`src/rtl/i2s_pkg.sv`:
```
// Shared I2S types: receive FSM states and the default
// channel word width used by the audio-in and audio-out blocks.
package i2s_pkg;

  localparam int unsigned SAMPLE_WIDTH_DEF = 16;

  typedef enum logic [2:0] {
    IDLE,
    L_SKIP,
    L_SHIFT,
    L_WAIT,
    R_SKIP,
    R_SHIFT,
    R_WAIT
  } i2s_state_e;

endpackage

```
`src/rtl/i2s_audio_in_if.sv`:
```
// Sample pair handshake between the I2S receiver and its consumer.
// master: samples, valid, overrun, frame_err out; ready in.
interface i2s_audio_in_if
  import i2s_pkg::*;
#(
  parameter int unsigned SAMPLE_WIDTH = SAMPLE_WIDTH_DEF
);

  logic [SAMPLE_WIDTH-1:0] left_sample_o;
  logic [SAMPLE_WIDTH-1:0] right_sample_o;
  logic                    sample_valid_o;
  logic                    sample_ready_i;
  logic                    overrun_o;
  logic                    frame_err_o;

  modport master (
    output left_sample_o,
    output right_sample_o,
    output sample_valid_o,
    output overrun_o,
    output frame_err_o,
    input  sample_ready_i
  );

  modport slave (
    input  left_sample_o,
    input  right_sample_o,
    input  sample_valid_o,
    input  overrun_o,
    input  frame_err_o,
    output sample_ready_i
  );

endinterface

```
`src/rtl/i2s_audio_in_sync_edge_detect.sv`:
```
// Pin synchronizer with rise/fall detect on the synced level.
// Ports: clk_i, rst_i, async_i in; sync_o, rise_o, fall_o out.
module sync_edge_detect #(
  parameter int unsigned SYNC_STAGES = 2
) (
  input  logic clk_i,
  input  logic rst_i,
  input  logic async_i,
  output logic sync_o,
  output logic rise_o,
  output logic fall_o
);

  logic [SYNC_STAGES-1:0] r_sync;
  logic                   r_prev;

  always_ff @(posedge clk_i or posedge rst_i) begin
    if (rst_i) begin
      r_sync <= '0;
      r_prev <= 1'b0;
    end else begin
      r_sync <= {r_sync[SYNC_STAGES-2:0], async_i};
      r_prev <= r_sync[SYNC_STAGES-1];
    end
  end

  assign sync_o = r_sync[SYNC_STAGES-1];
  assign rise_o = sync_o & ~r_prev;
  assign fall_o = ~sync_o & r_prev;

endmodule

```
`src/rtl/i2s_audio_in.sv`:
```
// I2S capture from the AIC23B ADC: oversampled pins, L/R word
// FSM and a valid/ready pair holding register.
// Ports: clk_i, rst_i, bclk_i, lrclk_i, data_i; bus (master).
module i2s_audio_in
  import i2s_pkg::*;
#(
  parameter int unsigned SAMPLE_WIDTH = SAMPLE_WIDTH_DEF,
  parameter int unsigned SYNC_STAGES  = 2
) (
  input  logic           clk_i,
  input  logic           rst_i,
  input  logic           bclk_i,
  input  logic           lrclk_i,
  input  logic           data_i,
  i2s_audio_in_if.master bus
);

  localparam int unsigned CW = $clog2(SAMPLE_WIDTH);
  localparam logic [CW-1:0] LAST = CW'(SAMPLE_WIDTH - 1);

  logic w_bclk_sync, w_bclk_rise, w_bclk_fall;
  logic w_lr_sync, w_lr_rise, w_lr_fall;
  logic w_data, w_data_rise, w_data_fall;
  logic w_unused;

  sync_edge_detect #(.SYNC_STAGES(SYNC_STAGES)) u_bclk (
    .clk_i  (clk_i),
    .rst_i  (rst_i),
    .async_i(bclk_i),
    .sync_o (w_bclk_sync),
    .rise_o (w_bclk_rise),
    .fall_o (w_bclk_fall)
  );

  sync_edge_detect #(.SYNC_STAGES(SYNC_STAGES)) u_lr (
    .clk_i  (clk_i),
    .rst_i  (rst_i),
    .async_i(lrclk_i),
    .sync_o (w_lr_sync),
    .rise_o (w_lr_rise),
    .fall_o (w_lr_fall)
  );

  // Same depth as bclk so each bit lines up with its edge.
  sync_edge_detect #(.SYNC_STAGES(SYNC_STAGES)) u_data (
    .clk_i  (clk_i),
    .rst_i  (rst_i),
    .async_i(data_i),
    .sync_o (w_data),
    .rise_o (w_data_rise),
    .fall_o (w_data_fall)
  );

  assign w_unused = ^{w_bclk_sync, w_bclk_fall, w_lr_sync,
                      w_data_rise, w_data_fall};

  i2s_state_e              r_state;
  logic [SAMPLE_WIDTH-1:0] r_shift;
  logic [CW-1:0]           r_cnt;
  logic [SAMPLE_WIDTH-1:0] r_left;
  logic [SAMPLE_WIDTH-1:0] r_right;
  logic                    r_pair;
  logic                    r_ferr;

  logic [SAMPLE_WIDTH-1:0] w_next;
  logic                    w_last;

  assign w_next = {r_shift[SAMPLE_WIDTH-2:0], w_data};
  assign w_last = (r_cnt == LAST);

  // An lrclk edge wins over a coincident bclk_rise; that rise
  // is then the skipped one, so go straight to SHIFT.
  always_ff @(posedge clk_i or posedge rst_i) begin
    if (rst_i) begin
      r_state <= IDLE;
      r_shift <= '0;
      r_cnt   <= '0;
      r_left  <= '0;
      r_right <= '0;
      r_pair  <= 1'b0;
      r_ferr  <= 1'b0;
    end else begin
      r_pair <= 1'b0;
      r_ferr <= 1'b0;
      unique case (r_state)
        IDLE: begin
          if (w_lr_fall) begin
            r_state <= w_bclk_rise ? L_SHIFT : L_SKIP;
            r_cnt   <= '0;
          end
        end
        L_SKIP: begin
          if (w_lr_rise) begin
            r_ferr  <= 1'b1;
            r_state <= IDLE;
          end else if (w_bclk_rise) begin
            r_state <= L_SHIFT;
            r_cnt   <= '0;
          end
        end
        L_SHIFT: begin
          if (w_lr_rise) begin
            r_ferr  <= 1'b1;
            r_state <= IDLE;
          end else if (w_bclk_rise) begin
            r_shift <= w_next;
            r_cnt   <= r_cnt + 1'b1;
            if (w_last) begin
              r_left  <= w_next;
              r_state <= L_WAIT;
            end
          end
        end
        L_WAIT: begin
          if (w_lr_rise) begin
            r_state <= w_bclk_rise ? R_SHIFT : R_SKIP;
            r_cnt   <= '0;
          end
        end
        R_SKIP: begin
          if (w_lr_fall) begin
            r_ferr  <= 1'b1;
            r_state <= w_bclk_rise ? L_SHIFT : L_SKIP;
            r_cnt   <= '0;
          end else if (w_bclk_rise) begin
            r_state <= R_SHIFT;
            r_cnt   <= '0;
          end
        end
        R_SHIFT: begin
          if (w_lr_fall) begin
            r_ferr  <= 1'b1;
            r_state <= w_bclk_rise ? L_SHIFT : L_SKIP;
            r_cnt   <= '0;
          end else if (w_bclk_rise) begin
            r_shift <= w_next;
            r_cnt   <= r_cnt + 1'b1;
            if (w_last) begin
              r_right <= w_next;
              r_pair  <= 1'b1;
              r_state <= R_WAIT;
            end
          end
        end
        R_WAIT: begin
          if (w_lr_fall) begin
            r_state <= w_bclk_rise ? L_SHIFT : L_SKIP;
            r_cnt   <= '0;
          end
        end
        default: r_state <= IDLE;
      endcase
    end
  end

  logic [SAMPLE_WIDTH-1:0] r_hold_l;
  logic [SAMPLE_WIDTH-1:0] r_hold_r;
  logic                    r_valid;
  logic                    r_ovr;

  // A full holder keeps its pair; a fresh pair is dropped
  // unless the held one leaves on this same edge.
  always_ff @(posedge clk_i or posedge rst_i) begin
    if (rst_i) begin
      r_hold_l <= '0;
      r_hold_r <= '0;
      r_valid  <= 1'b0;
      r_ovr    <= 1'b0;
    end else begin
      r_ovr <= 1'b0;
      if (r_pair) begin
        if (!r_valid || bus.sample_ready_i) begin
          r_hold_l <= r_left;
          r_hold_r <= r_right;
          r_valid  <= 1'b1;
        end else begin
          r_ovr <= 1'b1;
        end
      end else if (r_valid && bus.sample_ready_i) begin
        r_valid <= 1'b0;
      end
    end
  end

  assign bus.left_sample_o  = r_hold_l;
  assign bus.right_sample_o = r_hold_r;
  assign bus.sample_valid_o = r_valid;
  assign bus.overrun_o      = r_ovr;
  assign bus.frame_err_o    = r_ferr;

endmodule

```
`src/flat_wrapper.sv`:
```
// flat-port wrapper written by rule: the top's interface ports become plain ports
module i2s_audio_in_flat import i2s_pkg::*;
#(
  parameter int unsigned SAMPLE_WIDTH = SAMPLE_WIDTH_DEF,
  parameter int unsigned SYNC_STAGES  = 2
)
  (clk_i, rst_i, bclk_i, lrclk_i, data_i, bus_left_sample_o, bus_right_sample_o, bus_sample_valid_o, bus_overrun_o, bus_frame_err_o, bus_sample_ready_i);
  i2s_audio_in_if #(.SAMPLE_WIDTH(SAMPLE_WIDTH)) bus_i ();
  input  logic clk_i;
  input  logic rst_i;
  input  logic bclk_i;
  input  logic lrclk_i;
  input  logic data_i;
  output wire logic [$bits(bus_i.left_sample_o)-1:0] bus_left_sample_o;
  output wire logic [$bits(bus_i.right_sample_o)-1:0] bus_right_sample_o;
  output wire logic [$bits(bus_i.sample_valid_o)-1:0] bus_sample_valid_o;
  output wire logic [$bits(bus_i.overrun_o)-1:0] bus_overrun_o;
  output wire logic [$bits(bus_i.frame_err_o)-1:0] bus_frame_err_o;
  input wire logic [$bits(bus_i.sample_ready_i)-1:0] bus_sample_ready_i;
  assign bus_left_sample_o = bus_i.left_sample_o;
  assign bus_right_sample_o = bus_i.right_sample_o;
  assign bus_sample_valid_o = bus_i.sample_valid_o;
  assign bus_overrun_o = bus_i.overrun_o;
  assign bus_frame_err_o = bus_i.frame_err_o;
  assign bus_i.sample_ready_i = bus_sample_ready_i;
  i2s_audio_in #(.SAMPLE_WIDTH(SAMPLE_WIDTH), .SYNC_STAGES(SYNC_STAGES)) u_core (.clk_i(clk_i), .rst_i(rst_i), .bclk_i(bclk_i), .lrclk_i(lrclk_i), .data_i(data_i), .bus(bus_i));
endmodule
```
`config.mk`:
```
export PLATFORM = sky130hd
export DESIGN_NAME = i2s_audio_in_flat
export DESIGN_NICKNAME = d
export VERILOG_FILES = /design/src/rtl/i2s_pkg.sv /design/src/rtl/i2s_audio_in_if.sv /design/src/rtl/i2s_audio_in_sync_edge_detect.sv /design/src/rtl/i2s_audio_in.sv /design/src/flat_wrapper.sv
export SDC_FILE = /design/constraint.sdc
export NUM_CORES = 1
export LEC_CHECK = 0
export ABC_AREA = 1
export ABC_CLOCK_PERIOD_IN_PS = 6040
export BUFFER_PORTS_ARGS = -buffer_cell sky130_fd_sc_hd__buf_2
export CORE_MARGIN = 1
export CORE_UTILIZATION = 55
export CTS_CLUSTER_DIAMETER = 40
export DETAILED_ROUTE_END_ITERATION = 12
export PLACE_DENSITY = 0.75
export REMOVE_ABC_BUFFERS = 1
export SYNTH_ARGS = -nofsm -noshare
export SYNTH_HDL_FRONTEND = slang
export SYNTH_SLANG_ARGS = --single-unit
```
`constraint.sdc`:
```
create_clock -name clk_i -period 6.04 [get_ports clk_i]
set_input_delay 1.208 -clock clk_i [delete_from_list [all_inputs] [get_ports clk_i]]
set_output_delay 1.208 -clock clk_i [all_outputs]
set_load 0.02 [all_outputs]
```
==> impl_metrics.yaml <==
power_and_ir_drop:
  vdd_drop_max_uv: 198
  power_density_nw_per_um2: 312
  power.leakage_nw: 2.36
  power_mw: 1.43
detailed_routing:
  vias: 2739
  wl_um: 7060
  drtIter0Drc: 167
  wl_per_cell_um: 13.4
  drc_errors: 0
  ant_nets: 0
  viasPerCell: 5.19
  detail_route.first_pass.iterations: 4
place:
  gp_congestion: 0.903
  dp_cells: 512
  io_buffers: 40
  dp_hpwl_um: 4620
die:
  die-area_um2: 7930
  floorplan.rows: 31
  die_x_um: 89.0
  core_um2: 7290
  die_y_um: 89.0
  io_pins: 41
  initial_core_util: 0.571
yosys:
  ys_warn_count: 0
  netlist_instances: 387
  ys.flop_type: "dfrtp_1"
  ys_async_sr_fraction: 1.00
  ys_seq_area_frac: 0.589
  synthesis.area_um2: 4170
  synth.avg_cell_area_um2: 10.8
  synth_seq_cells: 98
  synth_cell_types: 27
  synth-edff-count: 0
cells_and_area:
  area_growth_pct: 10.2
  nets: 432
  drive_gt1_frac: 0.322
  diodes: 0
  instances_no_fill: 528
  final_util: 0.629
clock_tree:
  cts_sinks: 98
  clock_latency_ns: 0.36
  tritoncts: "done"
  clk_path_buf_depth: 2
  clk_pin_slew_worst_paths_ns: 0.10
  cts_root_buf: "clkbuf_8"
  cts_max_level: 3
  post_cts_resized: 0
  holdBufCountCts: 0
  cts_post_setup_buffers_inserted: 0
  cts_buffers: 9
setup_path:
  ff2ff_path_depth: 6
  worstPathMaxFanout: 30
  reg2reg_to: "u_core.r_shift[8]"
  worstSetupEndpointType: "flip-flop"
  reg2reg_slack_ns: 3.89
  r2r-start: "u_core.r_state[1]"
  critPathLaunchType: "flip-flop"
  critPathKind: "flip-flop to flip-flop"
  arrival_ns: 2.42
  required_ns: 6.31
sta:
  final_max_slew_viol_count: 0
  rsz0062_at_grt: "no"
  timing.final.crit_period_ns: 2.15
  fin_crit_sh: 0.356
  clock_skew_ns: 0.00888
  tightestPinTransition_ns: 1.07
  hold_ws_ns: 0.356
  max_freq_mhz: 466
  final_hold_viol_count: 0
  setup_viol: 0
  fin_setup_tns_ns: 0
  slew_headroom: 0.280
hold_path:
  hold_path.startpoint: "u_core.u_bclk.r_sync[0]"
  hold_end: "u_core.u_bclk.r_sync[1]"
  whs_path_depth: 0
  min_path_type: "flip-flop to flip-flop"
flow_run:
  maxCapViolations: 0
outcome:
  status: "completed"
global_route:
  grt_pass1_vias: 2516
  grtUsageMet2: 0.316
  met3_usage: 0.0305
  grt_overflow: 0
  grt_usage: 0.199
  grt_pass1_wl_um: 12000
  grt_max_degree: 54
  met1_usage: 0.277
  grt_antenna_before_repair: 0
  busiest_layer: "met2"
==> registers in the layout, summed over array words and instances (netlist names) <==
register,cells
u_core.r_shift,15
u_core.r_pair,1
u_core.r_state,3
u_core.u_data.r_sync,2
u_core.bus.frame_err_o,1
u_core.bus.overrun_o,1
u_core.u_lr.r_sync,2
u_core.r_cnt,4
u_core.r_left,16
u_core.u_bclk.r_prev,1
u_core.r_right,16
u_core.bus.sample_valid_o,1
u_core.u_bclk.r_sync,2
u_core.bus.left_sample_o,16
u_core.u_lr.r_prev,1
u_core.bus.right_sample_o,16
==> worst max-delay path by stage <==
stage	startpoint	end	slack, ns	cells past startpoint
2_1_floorplan	rst_i	u_core.bus.frame_err_o	2.27	1
3_5_place_dp	rst_i	u_core.bus.left_sample_o[9]	3.62	3
3_3_place_gp	rst_i	u_core.bus.left_sample_o[9]	3.65	3
6_report	u_core.r_state[1]	u_core.r_shift[8]	3.89	6
4_1_cts	u_core.bus.right_sample_o[10]	bus_right_sample_o[10]	3.89	1
5_1_grt	u_core.r_state[1]	u_core.r_shift[8]	3.77	6
==> area by class of cell <==
cell class	count	area (µm²)
clock buffers	9	124
clock inverters	7	75.1
fillers	650	2700
inverters	33	136
multi-input cells	240	1460
flip-flops and latches	98	2450
well taps	99	124
repair buffers	42	215
==> cells in the mapped netlist (6+ instances only) <==
master / instances / area, µm²
nand3_1: 18 / 90.1
nand2_1: 94 / 353
o21ai_2: 16 / 140
o21ai_0: 7 / 35.0
nand2_2: 12 / 75.1
buf_6: 6 / 67.6
o21ai_1: 31 / 155
inv_1: 28 / 105
mux2_2: 32 / 360
buf_2: 10 / 50.1
dfrtp_1: 98 / 2450
nor2_1: 11 / 41.3
==> power breakdown <==
group          total (mW)  switching, mW  internal, mW
combinational       0.275          0.186        0.0889
clock               0.419          0.226         0.193
sequential          0.736         0.0494         0.686
total                1.43          0.461         0.969
==> routing by layer <==
metal  vias to the layer above  part of all wire
met2                        64              0.47
met3                        10             0.040
met4                         0             0.017
met1                      1333              0.47
met5                         -                 0
li1                       1332                 -
==> critical path: stages (launching register included) <==
cell,delay (ns)
dfrtp_1,0.61
inv_8,0.08
nor2_8,0.11
nand2_4,0.09
o211ai_4,0.84
nand2_1,0.20
o21ai_2,0.12
==> through the flow <==
step	setup slack [ns]	cell area (µm²)
finish	3.89	4590
detailed placement	3.62	4390
floorplan	2.27	4050
global route	3.77	4590
global placement	3.65	4390
CTS	3.89	4590
==> logic make-up (layout without fill, tap and decap cells) <==
| logic type | Yosys count | count (layout) | synth area share |
|---|---|---|---|
| compound gates | 58 | 58 | 0.0913 |
| flops | 98 | 98 | 0.589 |
| buf+inv | 49 | 91 | 0.0604 |
| simple gates | 148 | 148 | 0.167 |
| fa+ha+maj | 2 | 2 | 0.00601 |
| mux | 32 | 32 | 0.0865 |
==> layout by cell type (no fill, tap or decap), types with 9 or more instances in the layout <==
cell type,synthesis,routed
buf_2,10,40
clkbuf_8,0,9
dfrtp_1,98,98
inv_1,28,27
mux2_2,32,32
nand2_1,94,94
nand2_2,12,12
nand3_1,18,18
nor2_1,11,11
o21ai_1,31,31
o21ai_2,16,16
Power figures use the tool's default switching activity.
